**src/rtl/instr_encoder.sv**
```systemverilog
// instr_encoder: turns a mnemonic index plus operand fields into a 32-bit
// MIPS instruction word and queues it in a small output FIFO.
// Illegal mnemonics are accepted but dropped, and they raise a sticky err
// flag. inst_count counts the words that leave the FIFO.
module instr_encoder #(
  parameter int DEPTH = 4
) (
  input  logic        clk,
  input  logic        rst,
  input  logic        req_valid,
  output logic        req_ready,
  input  logic [5:0]  mnem,
  input  logic [4:0]  rs,
  input  logic [4:0]  rt,
  input  logic [4:0]  rd,
  input  logic [4:0]  shamt,
  input  logic [15:0] imm16,
  input  logic [25:0] target26,
  output logic        inst_valid,
  input  logic        inst_ready,
  output logic [31:0] inst_data,
  output logic        err,
  input  logic        err_clr,
  output logic [15:0] inst_count
);

  localparam int AW = (DEPTH > 1) ? $clog2(DEPTH) : 1;

  // Instruction layouts. FMT_SYS is SYSCALL, which always emits 0x0000000C.
  typedef enum logic [2:0] {
    FMT_R    = 3'd0,
    FMT_I    = 3'd1,
    FMT_J    = 3'd2,
    FMT_COP0 = 3'd3,
    FMT_SYS  = 3'd4,
    FMT_BAD  = 3'd5
  } fmt_e;

  // Decoded view of one mnemonic. A keep_* bit passes that operand field
  // through; when it is clear the field is forced to zero.
  typedef struct packed {
    fmt_e       fmt;
    logic [5:0] op;
    logic [5:0] funct;
    logic       keep_rs;
    logic       keep_rt;
    logic       keep_rd;
    logic       keep_shamt;
    logic [4:0] cop_rs;
  } dec_t;

  dec_t        dec;
  logic [31:0] enc_word;
  logic        enc_legal;
  logic [4:0]  rs_f, rt_f, rd_f, shamt_f;

  // Mnemonic decode table.
  always_comb begin
    // NOTE: every field gets a default here so no path through the case infers a latch.
    dec            = '0;
    dec.fmt        = FMT_BAD;
    dec.keep_rs    = 1'b1;
    dec.keep_rt    = 1'b1;
    dec.keep_rd    = 1'b1;
    dec.keep_shamt = 1'b0;
    unique case (mnem)
      // Shift-immediate R-type: rs is unused and shamt is live.
      6'd0:  begin dec.fmt = FMT_R; dec.funct = 6'd0;  dec.keep_rs = 1'b0; dec.keep_shamt = 1'b1; end
      6'd1:  begin dec.fmt = FMT_R; dec.funct = 6'd2;  dec.keep_rs = 1'b0; dec.keep_shamt = 1'b1; end
      6'd2:  begin dec.fmt = FMT_R; dec.funct = 6'd3;  dec.keep_rs = 1'b0; dec.keep_shamt = 1'b1; end
      // Variable shifts.
      6'd3:  begin dec.fmt = FMT_R; dec.funct = 6'd4;  end
      6'd4:  begin dec.fmt = FMT_R; dec.funct = 6'd6;  end
      6'd5:  begin dec.fmt = FMT_R; dec.funct = 6'd7;  end
      // JR uses rs only.
      6'd6:  begin dec.fmt = FMT_R; dec.funct = 6'd8;  dec.keep_rt = 1'b0; dec.keep_rd = 1'b0; end
      6'd7:  begin dec.fmt = FMT_SYS; end
      // MFHI/MFLO use rd only.
      6'd8:  begin dec.fmt = FMT_R; dec.funct = 6'd16; dec.keep_rs = 1'b0; dec.keep_rt = 1'b0; end
      6'd9:  begin dec.fmt = FMT_R; dec.funct = 6'd18; dec.keep_rs = 1'b0; dec.keep_rt = 1'b0; end
      // MULTU/DIVU write HI/LO, so rd is unused.
      6'd10: begin dec.fmt = FMT_R; dec.funct = 6'd25; dec.keep_rd = 1'b0; end
      6'd11: begin dec.fmt = FMT_R; dec.funct = 6'd27; dec.keep_rd = 1'b0; end
      // Three-register ALU ops.
      6'd12: begin dec.fmt = FMT_R; dec.funct = 6'd32; end
      6'd13: begin dec.fmt = FMT_R; dec.funct = 6'd33; end
      6'd14: begin dec.fmt = FMT_R; dec.funct = 6'd34; end
      6'd15: begin dec.fmt = FMT_R; dec.funct = 6'd35; end
      6'd16: begin dec.fmt = FMT_R; dec.funct = 6'd36; end
      6'd17: begin dec.fmt = FMT_R; dec.funct = 6'd37; end
      6'd18: begin dec.fmt = FMT_R; dec.funct = 6'd38; end
      6'd19: begin dec.fmt = FMT_R; dec.funct = 6'd39; end
      6'd20: begin dec.fmt = FMT_R; dec.funct = 6'd42; end
      6'd21: begin dec.fmt = FMT_R; dec.funct = 6'd43; end
      // Jumps.
      6'd22: begin dec.fmt = FMT_J; dec.op = 6'd2; end
      6'd23: begin dec.fmt = FMT_J; dec.op = 6'd3; end
      // Branches. BLEZ/BGTZ compare rs against zero, so rt is unused.
      6'd24: begin dec.fmt = FMT_I; dec.op = 6'd4; end
      6'd25: begin dec.fmt = FMT_I; dec.op = 6'd5; end
      6'd26: begin dec.fmt = FMT_I; dec.op = 6'd6; dec.keep_rt = 1'b0; end
      6'd27: begin dec.fmt = FMT_I; dec.op = 6'd7; dec.keep_rt = 1'b0; end
      // Immediate ALU ops. LUI has no rs source.
      6'd28: begin dec.fmt = FMT_I; dec.op = 6'd8;  end
      6'd29: begin dec.fmt = FMT_I; dec.op = 6'd9;  end
      6'd30: begin dec.fmt = FMT_I; dec.op = 6'd10; end
      6'd31: begin dec.fmt = FMT_I; dec.op = 6'd11; end
      6'd32: begin dec.fmt = FMT_I; dec.op = 6'd12; end
      6'd33: begin dec.fmt = FMT_I; dec.op = 6'd13; end
      6'd34: begin dec.fmt = FMT_I; dec.op = 6'd14; end
      6'd35: begin dec.fmt = FMT_I; dec.op = 6'd15; dec.keep_rs = 1'b0; end
      // Loads and stores.
      6'd36: begin dec.fmt = FMT_I; dec.op = 6'd32; end
      6'd37: begin dec.fmt = FMT_I; dec.op = 6'd33; end
      6'd38: begin dec.fmt = FMT_I; dec.op = 6'd35; end
      6'd39: begin dec.fmt = FMT_I; dec.op = 6'd36; end
      6'd40: begin dec.fmt = FMT_I; dec.op = 6'd37; end
      6'd41: begin dec.fmt = FMT_I; dec.op = 6'd40; end
      6'd42: begin dec.fmt = FMT_I; dec.op = 6'd41; end
      6'd43: begin dec.fmt = FMT_I; dec.op = 6'd43; end
      // Coprocessor-0 moves. The rs slot carries the sub-opcode.
      6'd44: begin dec.fmt = FMT_COP0; dec.op = 6'd16; dec.cop_rs = 5'd0; end
      6'd45: begin dec.fmt = FMT_COP0; dec.op = 6'd16; dec.cop_rs = 5'd4; end
      default: begin dec.fmt = FMT_BAD; end
    endcase
  end

  // Field masking followed by word assembly for the decoded layout.
  always_comb begin
    rs_f      = dec.keep_rs    ? rs    : 5'd0;
    rt_f      = dec.keep_rt    ? rt    : 5'd0;
    rd_f      = dec.keep_rd    ? rd    : 5'd0;
    shamt_f   = dec.keep_shamt ? shamt : 5'd0;
    enc_word  = 32'd0;
    enc_legal = 1'b1;
    unique case (dec.fmt)
      FMT_R:    enc_word = {6'd0, rs_f, rt_f, rd_f, shamt_f, dec.funct};
      FMT_I:    enc_word = {dec.op, rs_f, rt_f, imm16};
      FMT_J:    enc_word = {dec.op, target26};
      FMT_COP0: enc_word = {dec.op, dec.cop_rs, rt, rd, 11'd0};
      FMT_SYS:  enc_word = 32'h0000_000C;
      default:  enc_legal = 1'b0;
    endcase
  end

  // ---------------------------------------------------------------------------
  // Output FIFO. The pointers carry one extra wrap bit so that full and empty
  // can be told apart.
  // ---------------------------------------------------------------------------
  logic [31:0] mem [DEPTH];
  logic [AW:0] wr_ptr, rd_ptr;
  logic        fifo_full, fifo_empty;
  logic        req_fire, push, pop;

  assign fifo_empty = (wr_ptr == rd_ptr);
  assign fifo_full  = (wr_ptr[AW] != rd_ptr[AW]) && (wr_ptr[AW-1:0] == rd_ptr[AW-1:0]);

  // Readiness depends only on full, never on a same-cycle pop, so there is no
  // combinational path from inst_ready to req_ready.
  assign req_ready  = !fifo_full && !rst;
  assign req_fire   = req_valid && req_ready;
  assign push       = req_fire && enc_legal;
  assign inst_valid = !fifo_empty;
  assign pop        = inst_valid && inst_ready;
  // The word bus reads as zero whenever the queue holds nothing.
  assign inst_data  = fifo_empty ? 32'd0 : mem[rd_ptr[AW-1:0]];

  // Storage array is written on push only.
  // NOTE: the array has no reset. The empty flag (set by reset) masks any stale contents.
  always_ff @(posedge clk) begin
    if (push) mem[wr_ptr[AW-1:0]] <= enc_word;
  end

  // Read and write pointers advance on pop and push.
  always_ff @(posedge clk or posedge rst) begin
    // NOTE: all sequential state uses non-blocking assignment so every register samples pre-edge values.
    if (rst) begin
      wr_ptr <= '0;
      rd_ptr <= '0;
    end else begin
      if (push) wr_ptr <= wr_ptr + 1'b1;
      if (pop)  rd_ptr <= rd_ptr + 1'b1;
    end
  end

  // Sticky illegal-mnemonic flag. A new illegal request wins over err_clr.
  always_ff @(posedge clk or posedge rst) begin
    if (rst)                       err <= 1'b0;
    else if (req_fire && !enc_legal) err <= 1'b1;
    else if (err_clr)              err <= 1'b0;
  end

  // Delivered-word counter. It wraps naturally at 16 bits.
  always_ff @(posedge clk or posedge rst) begin
    if (rst)      inst_count <= 16'd0;
    else if (pop) inst_count <= inst_count + 16'd1;
  end

endmodule
```
**config.mk**
```make
export PLATFORM = sky130hd
export DESIGN_NAME = instr_encoder
export DESIGN_NICKNAME = d
export VERILOG_FILES = /design/src/rtl/instr_encoder.sv
export SDC_FILE = /design/constraint.sdc
export NUM_CORES = 1
export LEC_CHECK = 0
export BUFFER_PORTS_ARGS = -buffer_cell sky130_fd_sc_hd__buf_2
export CORE_ASPECT_RATIO = 0.75
export CORE_MARGIN = 10
export CORE_UTILIZATION = 55
export CTS_CLUSTER_DIAMETER = 50
export DETAILED_ROUTE_END_ITERATION = 16
export GPL_ROUTABILITY_DRIVEN = 0
export HOLD_SLACK_MARGIN = 0.06
export PLACE_DENSITY_LB_ADDON = 0.1
export SYNTH_ARGS = -nofsm -noshare
export SYNTH_HDL_FRONTEND = slang
export SYNTH_SLANG_ARGS = --single-unit
```
**constraint.sdc**
```tcl
create_clock -name clk -period 4.8 [get_ports clk]
set_input_delay 0.24 -clock clk [delete_from_list [all_inputs] [get_ports clk]]
set_output_delay 0.24 -clock clk [all_outputs]
set_load 0.05 [all_outputs]
```
==> flow_summary.toml <==
[run_status]
outcome = "finished, final reports clean"

[pwr]
p_per_area_nw_per_um2 = 668
clock_power_share_pct = 24.8
p_int_w = 0.00318
p_sw_share_pct = 42.5
p_leak_nw = 3.26
vdd_ir_drop_max_mv = 0.429
pwr-share-comb_pct = 43.4
net-switching-power_w = 0.00235
p_seq_share_pct = 31.8
power.total_w = 0.00553

[routing]
route.detailed.drc = 0
num_vias = 4233
drt_iter0_markers = 394
drt-pass1-iter-count = 5
wire_per_inst_um = 20.5
routed_wl_um = 15200
viasPerCell = 5.71
ant_nets = 0

[synthesis]
synth-edff-count = 128
ys.flop_type = "edfxtp_1"
yosysSeqAreaShare_pct = 64.1
synthArstFlopShare_pct = 15.2
syn_inst = 442
synth_seq_cells = 151
avgSynthCellArea_um2 = 15.6
ys_types = 51
synthesis.area_um2 = 6900
syn-num-nets = 521
ys_warn_count = 0

[grt]
grt_pass1_vias = 4286
grt_usage_pct = 17.6
overflow = 0
grt_antenna_before_repair = 0
grt_start_max_net_pins = 36
grt_pass1_wl_um = 23400

[clocking]
cts-resized-gates = 0
path_clk_slew_ns = 0.06
cts_tree = "built"
clock-sinks = 151
cts_made_buffers = 17
clk-insertion-delay-late_ns = 0.41
cts_root_buffer = "clkbuf_16"
cts_buffer_depth = 2
h-tree-depth = 4

[cells_and_area]
final_cells = 741
regArea_um2 = 4420
num-fill-cells = 877
multi_input_area_um2 = 2280
fin_nets = 641
antenna_cells = 0
final_layout_size_suffix_gt1_share_pct = 36.3
area_growth_pct = 20.0
fin_util_pct = 67.5

[placed_design]
dp_cells = 707
portBuffers = 123
dp_hpwl_um = 10000

[timing]
maxSlewViolCount = 0
tightest_slew_ns = 1.25
slew_headroom_pct = 16.5
finalCriticalPeriod_ns = 3.15
max_freq_mhz = 317
fin_hold_ws_ns = 0.126
finalSetupTns_ns = 0
setup_viol = 0
clock_skew_ns = 0.0105
fin_crit_sh_pct = 65.7
timing.final.hold_violations = 0
rsz0062_at_grt = "no"

[worst_setup_path]
cp-start-kind = "register"
required_ns = 4.56
crit_arrival_ns = 2.91
end_kind = "output pin"
cp_max_fo = 35
cp_slowest_cell = "dfrtp_2"
path_cells = "xor2_2 > nor3_4 > buf_4 > nor2b_1 > buf_2"
cp_slowest_stage_delay_ns = 0.95
path_class = "reg -> out"

[floorplanning]
dieArea_um2 = 17500
initial_utilization_pct = 56.2
ios = 124
rows = 35
dieHeight_um = 117
coreArea_um2 = 12300
die_w_um = 149

[run]
drv_cap = 0

[worst_hold_path]
hold_class = "in -> reg"
routing by layer:
layer / share of wire, % / global-route usage [%]
met4: 1.1 / 5.74
met2: 47 / 27.5
met1: 45 / 23.7
met3: 7.1 / 4.57
met5: 0 / 0
critical path: cells and delay by family (launching register included):
family,cells,cell delay (ns)
flip-flops,1,0.95
AND/OR/NAND/NOR,2,0.69
buffers and inverters,2,0.58
XOR/XNOR,1,0.26
flip-flops by register name, summed over array words and instances (netlist names):
register    count
rd_ptr          3
mem           128
inst_count     16
wr_ptr          3
err             1
area by class of cell:
cell class | instances | area share [%]
Clock buffer | 26 | 7.17
Clock inverter | 6 | 0.529
Inverter | 17 | 0.771
Multi-Input combinational cell | 247 | 27.6
Sequential cell | 151 | 53.4
Tap cell | 166 | 2.51
Timing Repair Buffer | 128 | 7.96
synthesized netlist by cell type (8+ instances only):
cell type  number  area share [%]
o21ai_0         9            0.65
xor2_1         16             2.0
mux4_2         32              10
xnor2_1         8             1.0
clkbuf_1       11            0.60
nand3_1         8            0.58
inv_1          17            0.93
buf_2          12            0.87
nor2b_1        40             3.6
nand2_1        14            0.76
a22o_1         16             2.0
nor2_1         11            0.60
dfrtp_1        23             8.3
nor3_1          9            0.65
a21oi_1         8            0.58
edfxtp_1      128              56
cell families (layout without fill, tap and decap cells):
| kind of cell | count (synthesis) | after routing | share of synthesized area [%] |
|---|---|---|---|
| xor+xnor | 26 | 26 | 3.52 |
| flops | 151 | 151 | 64.1 |
| simple gates | 109 | 109 | 9.18 |
| mux | 36 | 36 | 11.1 |
| compound gates | 69 | 69 | 7.80 |
| buf+inv | 44 | 177 | 3.05 |
| fa+ha+maj | 7 | 7 | 1.23 |
power by group through the flow:
| stage | logic, W | registers, W | clock network, W |
|---|---|---|---|
| 3_3_place_gp | 0.00240 | 0.00178 | 0 |
| 3_5_place_dp | 0.00242 | 0.00179 | 0 |
| 2_1_floorplan | 0.00184 | 0.00181 | 0 |
| 6_report | 0.00240 | 0.00176 | 0.00137 |
| 4_1_cts | 0.00244 | 0.00176 | 0.00139 |
| 5_1_grt | 0.00255 | 0.00178 | 0.00144 |
path summary, 6_finish.rpt:
kind / startpoint / to / slack (ns) / cells past startpoint
worst min-delay path: req_valid / err$_DFFE_PP0P_ / 0.13 / 3
worst max-delay path: rd_ptr[1]$_DFFE_PP0P_ / inst_data[8] / 1.65 / 5
min in group asynchronous: rst / inst_count[12]$_DFFE_PP0P_ / 0.42 / 4
worst min register to register: inst_count[15]$_DFFE_PP0P_ / inst_count[15]$_DFFE_PP0P_ / 0.48 / 1
max in group asynchronous: rst / rd_ptr[0]$_DFFE_PP0P_ / 4.12 / 4
worst max register to register: rd_ptr[1]$_DFFE_PP0P_ / mem[1][3]$_DFFE_PP_ / 1.87 / 4
layout by cell type (no fill, tap or decap), types with 4 or more instances in the layout:
cell and n:
a22o_1 16, nand2b_1 5, mux4_2 32, edfxtp_1 128, nand3_1 8, clkbuf_16 22, nor4_1 4, a21oi_1 8
nand2_1 14, xnor2_1 8, inv_1 17, ha_1 6, xor2_1 16, nor2b_1 40, o21ai_0 9, a222oi_1 6
a21o_1 7, buf_2 123, nor2_1 11, nor3_1 9, dfrtp_1 21
what timing repair did:
| action | CTS | global route |
|---|---|---|
| buffers inserted | 0 | 0 |
| hold buffers | 2 | 0 |
| endpoints found under the setup margin | 0 | 0 |
| endpoints found under the hold margin | 24 | 0 |
through the flow:
stage | setup slack, ns | instance area [um2]
final | 1.65 | 8270
after global routing | 1.42 | 8270
after CTS | 1.56 | 8270
after detailed placement | 1.82 | 7620
after global placement | 1.90 | 7620
after floorplan | 1.93 | 6900
No activity file was read; power rests on OpenSTA's default activity.
